### src/rtl/tt_rng_pkg.sv
// rtl/tt_rng_pkg.sv - shared types and default health-test thresholds for the RNG receiver
package tt_rng_pkg;

    typedef enum logic [1:0] {
        ST_WARMUP = 2'd0,
        ST_RUN    = 2'd1,
        ST_FAIL   = 2'd2
    } rng_state_e;

    localparam int REP_CUTOFF_DEF = 8;
    localparam int APT_WINDOW_DEF = 64;
    localparam int APT_CUTOFF_DEF = 48;

endpackage

### src/rtl/tt_rng_receiver_if.sv
// rtl/tt_rng_receiver_if.sv - byte delivery handshake between the receiver and its consumer
interface tt_rng_receiver_if;

    logic [7:0] byte_out;
    logic       byte_valid;
    logic       out_ready;

    modport master (
        output byte_out,
        output byte_valid,
        input  out_ready
    );

    modport slave (
        input  byte_out,
        input  byte_valid,
        output out_ready
    );

endinterface

### src/rtl/tt_rng_health.sv
// rtl/tt_rng_health.sv - repetition-count and adaptive-proportion tests on the raw bit stream
module tt_rng_health
    import tt_rng_pkg::*;
#(
    parameter int REP_CUTOFF = REP_CUTOFF_DEF,
    parameter int APT_WINDOW = APT_WINDOW_DEF,
    parameter int APT_CUTOFF = APT_CUTOFF_DEF
) (
    input  logic clk,
    input  logic rst_n,
    input  logic bit_in,
    input  logic bit_en,
    input  logic clear,
    input  logic freeze,
    output logic rep_fail,
    output logic prop_fail,
    output logic rep_hit,
    output logic prop_hit,
    output logic win_done
);

    localparam int REP_W   = $clog2(REP_CUTOFF + 1);
    localparam int POS_W   = $clog2(APT_WINDOW + 1);
    localparam int MATCH_W = $clog2(APT_CUTOFF + 1);

    logic [REP_W-1:0]   run_q, run_d;
    logic               last_q, last_d;
    logic [POS_W-1:0]   pos_q, pos_d;
    logic [MATCH_W-1:0] match_q, match_d;
    logic               ref_q, ref_d;
    logic               rep_fail_q, rep_fail_d;
    logic               prop_fail_q, prop_fail_d;
    logic               accept;

    assign accept = bit_en && !freeze && !clear;

    always_comb begin
        run_d       = run_q;
        last_d      = last_q;
        pos_d       = pos_q;
        match_d     = match_q;
        ref_d       = ref_q;
        rep_fail_d  = rep_fail_q;
        prop_fail_d = prop_fail_q;
        rep_hit     = 1'b0;
        prop_hit    = 1'b0;
        win_done    = 1'b0;

        if (clear) begin
            run_d       = '0;
            last_d      = 1'b0;
            pos_d       = '0;
            match_d     = '0;
            ref_d       = 1'b0;
            rep_fail_d  = 1'b0;
            prop_fail_d = 1'b0;
        end else if (accept) begin
            // run_q == 0 marks "no bit seen yet" after reset or clear
            last_d = bit_in;
            if (run_q == '0 || bit_in != last_q) begin
                run_d = REP_W'(1);
            end else if (run_q != REP_W'(REP_CUTOFF)) begin
                run_d = run_q + 1'b1;
            end

            if (pos_q == '0) begin
                ref_d   = bit_in;
                match_d = MATCH_W'(1);
            end else if (bit_in == ref_q && match_q != MATCH_W'(APT_CUTOFF)) begin
                match_d = match_q + 1'b1;
            end

            if (pos_q == POS_W'(APT_WINDOW - 1)) begin
                pos_d    = '0;
                win_done = 1'b1;
            end else begin
                pos_d = pos_q + 1'b1;
            end

            rep_hit     = (run_d == REP_W'(REP_CUTOFF));
            prop_hit    = (match_d == MATCH_W'(APT_CUTOFF));
            rep_fail_d  = rep_fail_q | rep_hit;
            prop_fail_d = prop_fail_q | prop_hit;
        end
    end

    always_ff @(posedge clk or negedge rst_n) begin
        if (!rst_n) begin
            run_q       <= '0;
            last_q      <= 1'b0;
            pos_q       <= '0;
            match_q     <= '0;
            ref_q       <= 1'b0;
            rep_fail_q  <= 1'b0;
            prop_fail_q <= 1'b0;
        end else begin
            run_q       <= run_d;
            last_q      <= last_d;
            pos_q       <= pos_d;
            match_q     <= match_d;
            ref_q       <= ref_d;
            rep_fail_q  <= rep_fail_d;
            prop_fail_q <= prop_fail_d;
        end
    end

    assign rep_fail  = rep_fail_q;
    assign prop_fail = prop_fail_q;

endmodule

### src/rtl/tt_rng_receiver.sv
// rtl/tt_rng_receiver.sv - health-gated TRNG bit receiver packing bits into handshaked bytes
module tt_rng_receiver
    import tt_rng_pkg::*;
#(
    parameter int REP_CUTOFF = REP_CUTOFF_DEF,
    parameter int APT_WINDOW = APT_WINDOW_DEF,
    parameter int APT_CUTOFF = APT_CUTOFF_DEF
) (
    input  logic                      clk,
    input  logic                      rst_n,
    input  logic                      bit_in,
    input  logic                      bit_en,
    input  logic                      clr_flags,
    tt_rng_receiver_if.master         out_if,
    output logic                      health_ok,
    output logic                      rep_fail,
    output logic                      prop_fail,
    output logic                      overrun
);

    rng_state_e state_q, state_d;
    logic [6:0] sh_q, sh_d;
    logic [2:0] cnt_q, cnt_d;
    logic [7:0] byte_q, byte_d;
    logic       valid_q, valid_d;
    logic       overrun_q, overrun_d;
    logic       health_ok_q, health_ok_d;

    logic accept;
    logic fail_now;
    logic rep_hit;
    logic prop_hit;
    logic win_done;

    tt_rng_health #(
        .REP_CUTOFF (REP_CUTOFF),
        .APT_WINDOW (APT_WINDOW),
        .APT_CUTOFF (APT_CUTOFF)
    ) u_health (
        .clk       (clk),
        .rst_n     (rst_n),
        .bit_in    (bit_in),
        .bit_en    (bit_en),
        .clear     (clr_flags),
        .freeze    (state_q == ST_FAIL),
        .rep_fail  (rep_fail),
        .prop_fail (prop_fail),
        .rep_hit   (rep_hit),
        .prop_hit  (prop_hit),
        .win_done  (win_done)
    );

    assign accept   = bit_en && !clr_flags && (state_q != ST_FAIL);
    assign fail_now = accept && (rep_hit || prop_hit);

    always_comb begin
        state_d = state_q;
        if (clr_flags) begin
            state_d = ST_WARMUP;
        end else begin
            case (state_q)
                ST_WARMUP: begin
                    if (fail_now) begin
                        state_d = ST_FAIL;
                    end else if (accept && win_done) begin
                        state_d = ST_RUN;
                    end
                end
                ST_RUN: begin
                    if (fail_now) begin
                        state_d = ST_FAIL;
                    end
                end
                default: state_d = ST_FAIL;
            endcase
        end
    end

    always_comb begin
        sh_d        = sh_q;
        cnt_d       = cnt_q;
        byte_d      = byte_q;
        valid_d     = valid_q && !out_if.out_ready;
        overrun_d   = overrun_q;
        health_ok_d = (state_d == ST_RUN);

        if (clr_flags) begin
            sh_d      = '0;
            cnt_d     = '0;
            overrun_d = 1'b0;
        end else if (accept) begin
            sh_d  = {sh_q[5:0], bit_in};
            cnt_d = cnt_q + 3'd1;

            // a byte whose last bit trips a health test never leaves the block
            if (state_q == ST_RUN && cnt_q == 3'd7 && !fail_now) begin
                if (!valid_q || out_if.out_ready) begin
                    byte_d  = {sh_q, bit_in};
                    valid_d = 1'b1;
                end else begin
                    overrun_d = 1'b1;
                end
            end

            if (state_q == ST_WARMUP && win_done && !fail_now) begin
                sh_d  = '0;
                cnt_d = '0;
            end
        end
    end

    always_ff @(posedge clk or negedge rst_n) begin
        if (!rst_n) begin
            state_q     <= ST_WARMUP;
            sh_q        <= '0;
            cnt_q       <= '0;
            byte_q      <= '0;
            valid_q     <= 1'b0;
            overrun_q   <= 1'b0;
            health_ok_q <= 1'b0;
        end else begin
            state_q     <= state_d;
            sh_q        <= sh_d;
            cnt_q       <= cnt_d;
            byte_q      <= byte_d;
            valid_q     <= valid_d;
            overrun_q   <= overrun_d;
            health_ok_q <= health_ok_d;
        end
    end

    assign out_if.byte_out   = byte_q;
    assign out_if.byte_valid = valid_q;
    assign health_ok         = health_ok_q;
    assign overrun           = overrun_q;

endmodule

### src/flat_wrapper.sv
// flat-port wrapper written by rule: the top's interface ports become plain ports
module tt_rng_receiver_flat import tt_rng_pkg::*;
#(
    parameter int REP_CUTOFF = REP_CUTOFF_DEF,
    parameter int APT_WINDOW = APT_WINDOW_DEF,
    parameter int APT_CUTOFF = APT_CUTOFF_DEF
)
  (clk, rst_n, bit_in, bit_en, clr_flags, health_ok, rep_fail, prop_fail, overrun, out_if_byte_out, out_if_byte_valid, out_if_out_ready);
  tt_rng_receiver_if out_if_i ();
  input  logic clk;
  input  logic rst_n;
  input  logic bit_in;
  input  logic bit_en;
  input  logic clr_flags;
  output logic health_ok;
  output logic rep_fail;
  output logic prop_fail;
  output logic overrun;
  output wire logic [$bits(out_if_i.byte_out)-1:0] out_if_byte_out;
  output wire logic [$bits(out_if_i.byte_valid)-1:0] out_if_byte_valid;
  input wire logic [$bits(out_if_i.out_ready)-1:0] out_if_out_ready;
  assign out_if_byte_out = out_if_i.byte_out;
  assign out_if_byte_valid = out_if_i.byte_valid;
  assign out_if_i.out_ready = out_if_out_ready;
  tt_rng_receiver #(.REP_CUTOFF(REP_CUTOFF), .APT_WINDOW(APT_WINDOW), .APT_CUTOFF(APT_CUTOFF)) u_core (.clk(clk), .rst_n(rst_n), .bit_in(bit_in), .bit_en(bit_en), .clr_flags(clr_flags), .out_if(out_if_i), .health_ok(health_ok), .rep_fail(rep_fail), .prop_fail(prop_fail), .overrun(overrun));
endmodule
### config.mk
export PLATFORM = sky130hd
export DESIGN_NAME = tt_rng_receiver_flat
export DESIGN_NICKNAME = d
export VERILOG_FILES = /design/src/rtl/tt_rng_pkg.sv /design/src/rtl/tt_rng_receiver_if.sv /design/src/rtl/tt_rng_health.sv /design/src/rtl/tt_rng_receiver.sv /design/src/flat_wrapper.sv
export SDC_FILE = /design/constraint.sdc
export NUM_CORES = 1
export LEC_CHECK = 0
export CAP_MARGIN = 20
export CORE_MARGIN = 2
export CORE_UTILIZATION = 45
export CTS_BUF_LIST = sky130_fd_sc_hd__clkbuf_4 sky130_fd_sc_hd__clkbuf_8
export CTS_CLUSTER_SIZE = 10
export DETAILED_ROUTE_END_ITERATION = 10
export SLEW_MARGIN = 20
export SYNTH_ARGS = -nofsm -noshare
export SYNTH_HDL_FRONTEND = slang
export SYNTH_SLANG_ARGS = --single-unit
### constraint.sdc
create_clock -name clk -period 3.79 [get_ports clk]
set_clock_uncertainty 0.2 [all_clocks]
set_input_delay 0.758 -clock clk [delete_from_list [all_inputs] [get_ports clk]]
set_output_delay 0.758 -clock clk [all_outputs]
set_load 0.01 [all_outputs]
==> Word-level counts from Yosys, hierarchy flattened <==
Cells that the tools add are included.
{ "totals": {"wordCells": 114, "input_bits": 6, "output_inout_bits": 13, "regBits": 44} }
{ "classes": {"eq_ne": 13, "add_sub_neg": 4, "n_mux": 50, "n_bitwise": 3, "n_reduce_logical": 30} }
{ "op_table": {"columns": ["cell", "n"], "rows": [
  ["7-bit 2-to-1 mux", 6],
  ["6-bit 2-to-1 mux", 6],
  ["1-bit 2-to-1 mux", 24],
  ["4-bit 2-to-1 mux", 6],
  ["1-bit logical AND", 12],
  ["3-bit 2-to-1 mux", 3],
  ["2-bit 2-to-1 mux", 4],
  ["2-bit nonzero test", 4],
  ["7-bit by 1-bit adder with 7-bit output (second input constant)", 1],
  ["7-bit by 6-bit == test with 1-bit output (second input constant)", 1],
  ["7-bit logical NOT", 1],
  ["6-bit by 1-bit adder with 6-bit output (second input constant)", 1],
  ["6-bit == test (second input constant)", 1],
  ["6-bit != test (second input constant)", 1],
  ["1-bit logical NOT", 5],
  ["4-bit by 1-bit adder with 4-bit output (second input constant)", 1],
  ["2-bit by 1-bit == test with 1-bit output (second input constant)", 2],
  ["4-bit == test (second input constant)", 1],
  ["4-bit logical NOT", 1],
  ["2-bit != test (second input constant)", 2],
  ["4-bit != test (second input constant)", 1],
  ["2-bit case mux with 2 select lines", 1],
  ["4-bit AND reduction", 1],
  ["3-bit by 1-bit adder with 3-bit output (second input constant)", 1],
  ["10 further kinds", 13]
]} }

==> Longest topological paths before layout <==
Gate-level depths: netlist (run 1).
{ "depth": {"depth_word": 16, "depth_mapped": 9, "depth_no_buf": 8} }

==> Hierarchy <==
A second synthesis (run 1) with hierarchy kept.
{ "unflattened": {"cells_unflattened": 244, "hier_area_um2": 2486.1} }
{ "by_module_without_submodules": {"columns": ["mod", "seq_area_each_um2", "cells_per_inst", "area_per_inst_um2", "n_inst"], "rows": [
  ["tt_rng_health", 525.5, 156, 1438.9, 1],
  ["tt_rng_receiver", 575.6, 88, 1047.3, 1]
]} }

==> Worst setup path after synthesis (run 1) <==
Ideal clock, no wire load.
{ "synth_timing": {"path_type": "in2reg", "startpoint": "in bit_in", "endpoint": "reg u_core.byte_q[0], in the netlist u_core.out_if.byte_out[0]", "setup_ps": 125, "t_arrival_ps": 2201, "path_slack_ps": 1264, "required_time_ps": 3465, "path_buffers": 1, "path_stages": 7, "cell_sequence": "buf_6 -> xnor2_4 -> o21ai_1 -> mux2_2 -> o2111ai_2 -> nand4_4 -> mux2_4"} }
{ "synth_via": {"elab_chain_len": 14, "word_cells_on_any_way": 22, "classes_between": "4 x eq/ne; 11 x mux; 7 x reduce/logical"} }
{ "synth_rtl": {"columns": ["item", "line_no", "source"], "rows": [
  ["start: declaration", "flat_wrapper.sv:12", "input logic bit_in;"],
  ["1-bit == test", "tt_rng_health.sv:69", "end else if (bit_in == ref_q && match_q != MATCH_W'(APT_CUTOFF)) begin"],
  ["1-bit logical AND", "tt_rng_health.sv:69", null],
  ["6-bit 2-to-1 mux", "tt_rng_health.sv:69", null],
  ["6-bit 2-to-1 mux", "tt_rng_health.sv:66", "if (pos_q == '0) begin"],
  ["6-bit 2-to-1 mux", "tt_rng_health.sv:57", "end else if (accept) begin"],
  ["6-bit 2-to-1 mux", "tt_rng_health.sv:49", "if (clear) begin"],
  ["6-bit == test", "tt_rng_health.sv:81", "prop_hit = (match_d == MATCH_W'(APT_CUTOFF));"],
  ["1-bit 2-to-1 mux", "tt_rng_health.sv:57", null],
  ["1-bit 2-to-1 mux", "tt_rng_health.sv:49", null],
  ["1-bit logical OR", "tt_rng_receiver.sv:54", "assign fail_now = accept && (rep_hit || prop_hit);"],
  ["1-bit logical AND", "tt_rng_receiver.sv:54", null],
  ["1-bit logical NOT", "tt_rng_receiver.sv:96", "if (state_q == ST_RUN && cnt_q == 3'd7 && !fail_now) begin"],
  ["1-bit logical AND", "tt_rng_receiver.sv:96", null],
  ["4-bit AND reduction (no line)", null, null],
  ["end signal: assignment", "tt_rng_receiver.sv:125", "byte_q <= byte_d;"],
  ["end: declaration", "tt_rng_receiver.sv:24", "logic [7:0] byte_q, byte_d;"]
]} }
Several ways; a longest one is shown, not always the timed one. The select of a mux whose other input is x is not followed.
A chain may end at the register's enable or synchronous reset.

==> Worst setup path in the final report (run 1) <==
{ "layout_timing": {"startpoint": "in bit_in", "endpoint": "reg u_core.byte_q[3], in the netlist u_core.out_if.byte_out[3]"} }
{ "layout_via": {"elab_chain_len": 14, "word_cells_on_any_way": 22, "classes_between": "4 x eq/ne; 11 x mux; 7 x reduce/logical"} }
{ "layout_rtl": {"columns": ["item", "line_no"], "rows": [
  ["1-bit == test", "tt_rng_health.sv:69"],
  ["1-bit logical AND", "tt_rng_health.sv:69"],
  ["6-bit 2-to-1 mux", "tt_rng_health.sv:69"],
  ["6-bit 2-to-1 mux", "tt_rng_health.sv:66"],
  ["6-bit 2-to-1 mux", "tt_rng_health.sv:57"],
  ["6-bit 2-to-1 mux", "tt_rng_health.sv:49"],
  ["6-bit == test", "tt_rng_health.sv:81"],
  ["1-bit 2-to-1 mux", "tt_rng_health.sv:57"],
  ["1-bit 2-to-1 mux", "tt_rng_health.sv:49"],
  ["1-bit logical OR *", "tt_rng_receiver.sv:54"],
  ["1-bit logical AND *", "tt_rng_receiver.sv:54"],
  ["1-bit logical NOT *", "tt_rng_receiver.sv:96"],
  ["1-bit logical AND *", "tt_rng_receiver.sv:96"],
  ["4-bit AND reduction (no line) *", null]
]} }
Every way passes the cells marked *; elsewhere a longest branch is shown, timed or not. The select of a mux whose other input is x is not followed.

==> flow_summary.ini, run 1 <==
[outcome]
outcome = completed

[routing]
drt_iter0_markers = 164
ant_nets = 0
firstDrtPassIters = 4
wl_per_cell_um = 15.1
vias_per_cell = 5.54
wirelength_mm = 4.91
via_count = 1795
drc = 0

[clock_network]
ctsResizeCount = 0
cts_setup_buffers = 0
cts-root-buf = clkbuf_8
numCtsBuffers = 5
clk_latency_ns = 0.30
clkSlewWorstSetupHoldPaths_ns = 0.09
htreeDepth = 2
cts_tree = yes
postCtsHoldBufs = 0
clock-sinks = 44
clock_path_buffers = 2

[synthesis]
syn-cell-area_um2 = 2420
synthTopCellsByArea = dfrtp_1 (46%), mux2_4 (5.0%), nor2_1 (4.7%)
yosysTopAreaCell = dfrtp_1
synthArstFlopShare_pct = 100
synth_seq_cells = 44
synth-seq-area-share_pct = 45.5
synth_cell_types = 47
synthesis.nets = 251
netlist_instances = 237
synth_most_common_cell = dfrtp_1
synth_edf_count = 0
avgSynthCellArea_um2 = 10.2
netlist_top_cells_count = dfrtp_1 (44), nor2_1 (30), nand2_1 (20)
yosysWarnings = 0
synthFlopType = dfrtp_1
synth.top_cell.area_share_pct = 45.5

[timing]
fin_ws_ns = 0.822
post-route-period-util_pct = 78.3
hold_viol_final = 0
slew_headroom_pct = 36.7
fin_crit_ns = 2.97
setup_tns_ns = 0
rsz0062_at_grt = no
worst_slew_pin_slew_ns = 0.950
setup_viol_count_final = 0
max_freq_mhz = 337
maxSlewViolCount = 0

[global_routing]
grt_pass1_wl_mm = 8.19
grt_antenna_before_repair = 0
grt_usage_pct = 17.4
grt_max_degree = 45
grt_pass1_vias = 1670
grt-ovfl-total = 0

[worst_setup_path]
end_kind = flop
cp_max_fo = 8
crit_type = input port to flop
cp_data_arrival_time_ns = 2.96
required_ns = 3.78
ff2ff_setup_slack_ns = 1.24
start_kind = input port

[hold_path]
hold_path_class = flop to flop

[floorplanning]
core_um2 = 5140
dieArea_um2 = 5970
rows = 26
fp.dieW_um = 77.3
start_util_pct = 47.0
die_h_um = 77.3
io_pins = 19

[cells_and_area]
nets = 267
antenna_cells = 0
area_growth_pct = 14.0
instances_no_fill = 324
drive_gt1_share_pct = 15.0

[placed_design]
place_ws_ns = 0.485
dpl.hpwl_mm = 3.27
routabilityCongestion = 0.835
dp_cells = 316
io_buffer_count = 18

[pwr]
peakVddDrop_mv = 0.231
powerDensity_nw_per_um2 = 356
cellLeakagePower_nw = 1.20

[run]
cap_violations = 0
==> power breakdown <==
part	switching (W)	internal (W)	leakage, nW	total, W
registers	0.0000110	0.000478	0.607	0.000489
logic	0.0000594	0.0000351	0.533	0.0000945
clock network	0.000165	0.000233	0.0645	0.000398
total	0.000235	0.000746	1.20	0.000981
==> critical path: stages <==
cell and delay, ns:
clkdlybuf4s50_1 0.61, xnor2_4 0.27, o21ai_1 0.17, mux2_2 0.39, o2111ai_2 0.13, nand4_4 0.26, mux2_4 0.36
==> area by class of cell <==
cell class	count	area (um^2)
fillers	483	2380
multi-input cells	167	1190
flip-flops and latches	44	1100
repair buffers	22	205
clock buffers	7	96.3
well taps	70	87.6
inverters	13	48.8
clock inverters	1	30.0
==> placed cells by master (no fill, tap or decap), drive strengths merged, types with 2 or more instances in the layout <==
cell type	n
dfrtp	44
nor2	30
o21ai	21
nand2	20
clkdlybuf4s50	17
a21oi	14
inv	13
a32oi	10
mux2	9
ha	8
clkbuf	7
nand4	6
buf	5
nand3	4
xor2	4
xnor2	4
nand4b	3
a31oi	3
nor2b	3
and4	3
and3	3
o211a	2
nor3	2
a211oi	2
a22oi	2
==> cells by family after synthesis <==
kind of cell,count (synthesis),share of synthesized area (%)
DFF,44,45.5
AOI/OAI and AO/OA,61,17.6
xor gates and xnor gates,8,3.99
adders and majority gates,8,4.14
muxes,10,5.85
and+or+nand+nor,80,17.5
buffers and inverters,26,5.38
==> state kept, by name, indices dropped and copies added (netlist names) <==
name and count:
u_core.u_health.pos_q 7, u_core.out_if.byte_out 8, u_core.u_health.rep_fail 1, u_core.u_health.ref_q 1, u_core.out_if.byte_valid 1, u_core.state_q 2
u_core.sh_q 7, u_core.u_health.last_q 1, u_core.u_health.run_q 4, u_core.u_health.prop_fail 1, u_core.cnt_q 3, u_core.overrun 1
u_core.health_ok 1, u_core.u_health.match_q 6
==> path summary, 6_finish.rpt <==
check                                            from                   endpoint  depth (start not counted)
setup / recovery                               bit_in  u_core.out_if.byte_out[3]                          7
hold / removal                        u_core.cnt_q[1]            u_core.cnt_q[1]                          2
setup reg to reg           u_core.u_health.match_q[0]  u_core.out_if.byte_out[3]                          8
hold reg to reg                       u_core.cnt_q[1]            u_core.cnt_q[1]                          2
max in group asynchronous                       rst_n      u_core.u_health.ref_q                          1
min in group asynchronous                       rst_n   u_core.u_health.pos_q[0]                          1
==> through the flow <==
stage | power, W | hold slack, ns | instance area, um^2 | util [%]
CTS | 0.000988 | 0.305 | 2760 | 53.6
finish | 0.000981 | 0.306 | 2760 | 53.6
detailed placement | 0.000594 | 0.288 | 2630 | 51.1
global route | 0.00102 | 0.337 | 2760 | 53.6
floorplan | 0.000562 | 0.262 | 2420 | -
global placement | 0.000594 | 0.281 | 2630 | 51.1
==> layer usage <==
layer / GRT usage (%) / up-vias / wire (um)
met2: 25.5 / 51 / 2230
met5: 0 / - / 0
li1: - / 874 / -
met1: 25.6 / 866 / 2350
met4: 6.07 / 0 / 47
met3: 3.65 / 4 / 282
Note: power is estimated with default switching activity, not from simulation.
==> inputs of run 2 (changes only) <==
PLACE_DENSITY = 0.67   (was not set)
clock period = 2.55 ns   (was 3.79 ns; I/O delays follow)
==> flow_summary.ini, run 2 (same netlist as run 1, synthesis figures left out) <==
[hold_path]
hold_path_class = flop to flop

[clock_network]
htreeDepth = 2
numCtsBuffers = 5
clkSlewWorstSetupHoldPaths_ns = 0.08
cts-root-buf = clkbuf_8
clk_latency_ns = 0.30
cts_tree = yes
clock-sinks = 44
clock_path_buffers = 2

[global_routing]
grt_pass1_vias = 1851
grt_max_degree = 25
grt_antenna_before_repair = 0
grt_pass1_wl_mm = 9.33
grt_usage_pct = 20.2
grt-ovfl-total = 0

[cells_and_area]
area_growth_pct = 22.1
drive_gt1_share_pct = 23.5
nets = 291
fin_area_um2 = 2950
mostFrequentLayoutCell = dfrtp_1
final_cell_mix = dfrtp_1 (42), nor2_1 (30), buf_4 (26)
antenna_cells = 0
largest_reg_flops = 8

[worst_setup_path]
end_kind = flop
required_ns = 2.53
path_cells = inv_1, ha_1, nor4bb_2, a21oi_1, nor2_1, nand4_1, nand4_4, mux2_4
cp_data_arrival_time_ns = 2.48
crit_type = flop to flop
cp_max_fo = 8
start_kind = flop
critPathSlowestCell = dfrtp_2
max_stage_delay_ns = 0.45
path_delay_family = simple AND/OR/NAND/NOR gates
critical_path_buf_inv_count = 1

[pwr]
peakVddDrop_mv = 0.213
cellLeakagePower_nw = 1.32
powerDensity_nw_per_um2 = 463

[timing]
hold_slack_ns = 0.308
worst_slew_pin_slew_ns = 0.595
setup_viol_count_final = 0
slew_headroom_pct = 60.2
post-route-period-util_pct = 98.2
fin_crit_ns = 2.50
hold_viol_final = 0
max_freq_mhz = 399
maxSlewViolCount = 0

[routing]
via_count = 1938
vias_per_cell = 5.59
drc = 0
ant_nets = 0
wirelength_mm = 5.59
firstDrtPassIters = 4
drt_iter0_markers = 129
wl_per_cell_um = 16.1

[run]
cap_violations = 0

[floorplanning]
dieArea_um2 = 5970
io_pins = 19
rows = 26
start_util_pct = 47.0
fp.dieW_um = 77.3
core_um2 = 5140
die_h_um = 77.3

[outcome]
outcome = completed

[placed_design]
routabilityCongestion = 0.861
io_buffer_count = 18
dpl_cell_area_um2 = 2790
dpl.hpwl_mm = 3.93
[run 2: final cells by class]
type,count,area (um^2)
fillers,472,2190
clock buffers,7,96.3
multi-input cells,167,1220
well taps,70,87.6
repair buffers,46,399
flip-flops and latches,44,1100
inverters,13,48.8
[run 2: repair_timing]
action                                  CTS  global route
endpoints found under the setup margin    8            20
setup buffers                             0             3
pin swaps                                 1             3
gates resized for setup                   2             6
hold buffers                              1             0
hold endpoints to repair                 13             0
[run 2: path summary, 6_finish.rpt]
kind,from,end,slack [ns],cells past startpoint
setup / recovery,u_core.u_health.run_q[0],u_core.out_if.byte_out[6],0.05,8
hold / removal,u_core.cnt_q[2],u_core.cnt_q[2],0.31,2
setup reg to reg,u_core.u_health.run_q[0],u_core.out_if.byte_out[6],0.05,8
hold reg to reg,u_core.cnt_q[2],u_core.cnt_q[2],0.31,2
max in group asynchronous,rst_n,u_core.u_health.match_q[1],1.05,3
min in group asynchronous,rst_n,u_core.u_health.rep_fail,0.52,2
[run 2: per-stage QoR]
| stage | TNS [ns] | worst slack (ns) | util, % | total power, W | cells |
|---|---|---|---|---|---|
| after floorplan | 0 | 0.257 | - | 0.000836 | 237 |
| after global placement | -5.91 | -0.333 | 54.3 | 0.000901 | 336 |
| after detailed placement | -6.98 | -0.392 | 54.3 | 0.000904 | 336 |
| after CTS | 0 | 0.0210 | 56.4 | 0.00138 | 344 |
| after global routing | -0.225 | -0.0372 | 57.4 | 0.00144 | 347 |
| final | 0 | 0.0454 | 57.4 | 0.00137 | 347 |
[run 2: metal layers]
| metal | vias to the layer above | wire length (um) | track usage [%] |
|---|---|---|---|
| li1 | 926 | - | - |
| met1 | 937 | 2540 | 28.6 |
| met2 | 57 | 2620 | 30.3 |
| met3 | 18 | 245 | 3.53 |
| met4 | 0 | 181 | 9.11 |
| met5 | - | 0 | 0 |
[run 2: tightest hold or removal path, cell delays in order (launching register included)]
cell     delay (ns)
dfrtp_1        0.36
a32oi_1        0.07
o21ai_2        0.05
[run 2: report_power, final]
part | switching (W) | internal (W)
combinational | 0.000102 | 0.0000737
clock | 0.000224 | 0.000241
sequential | 0.0000156 | 0.000711
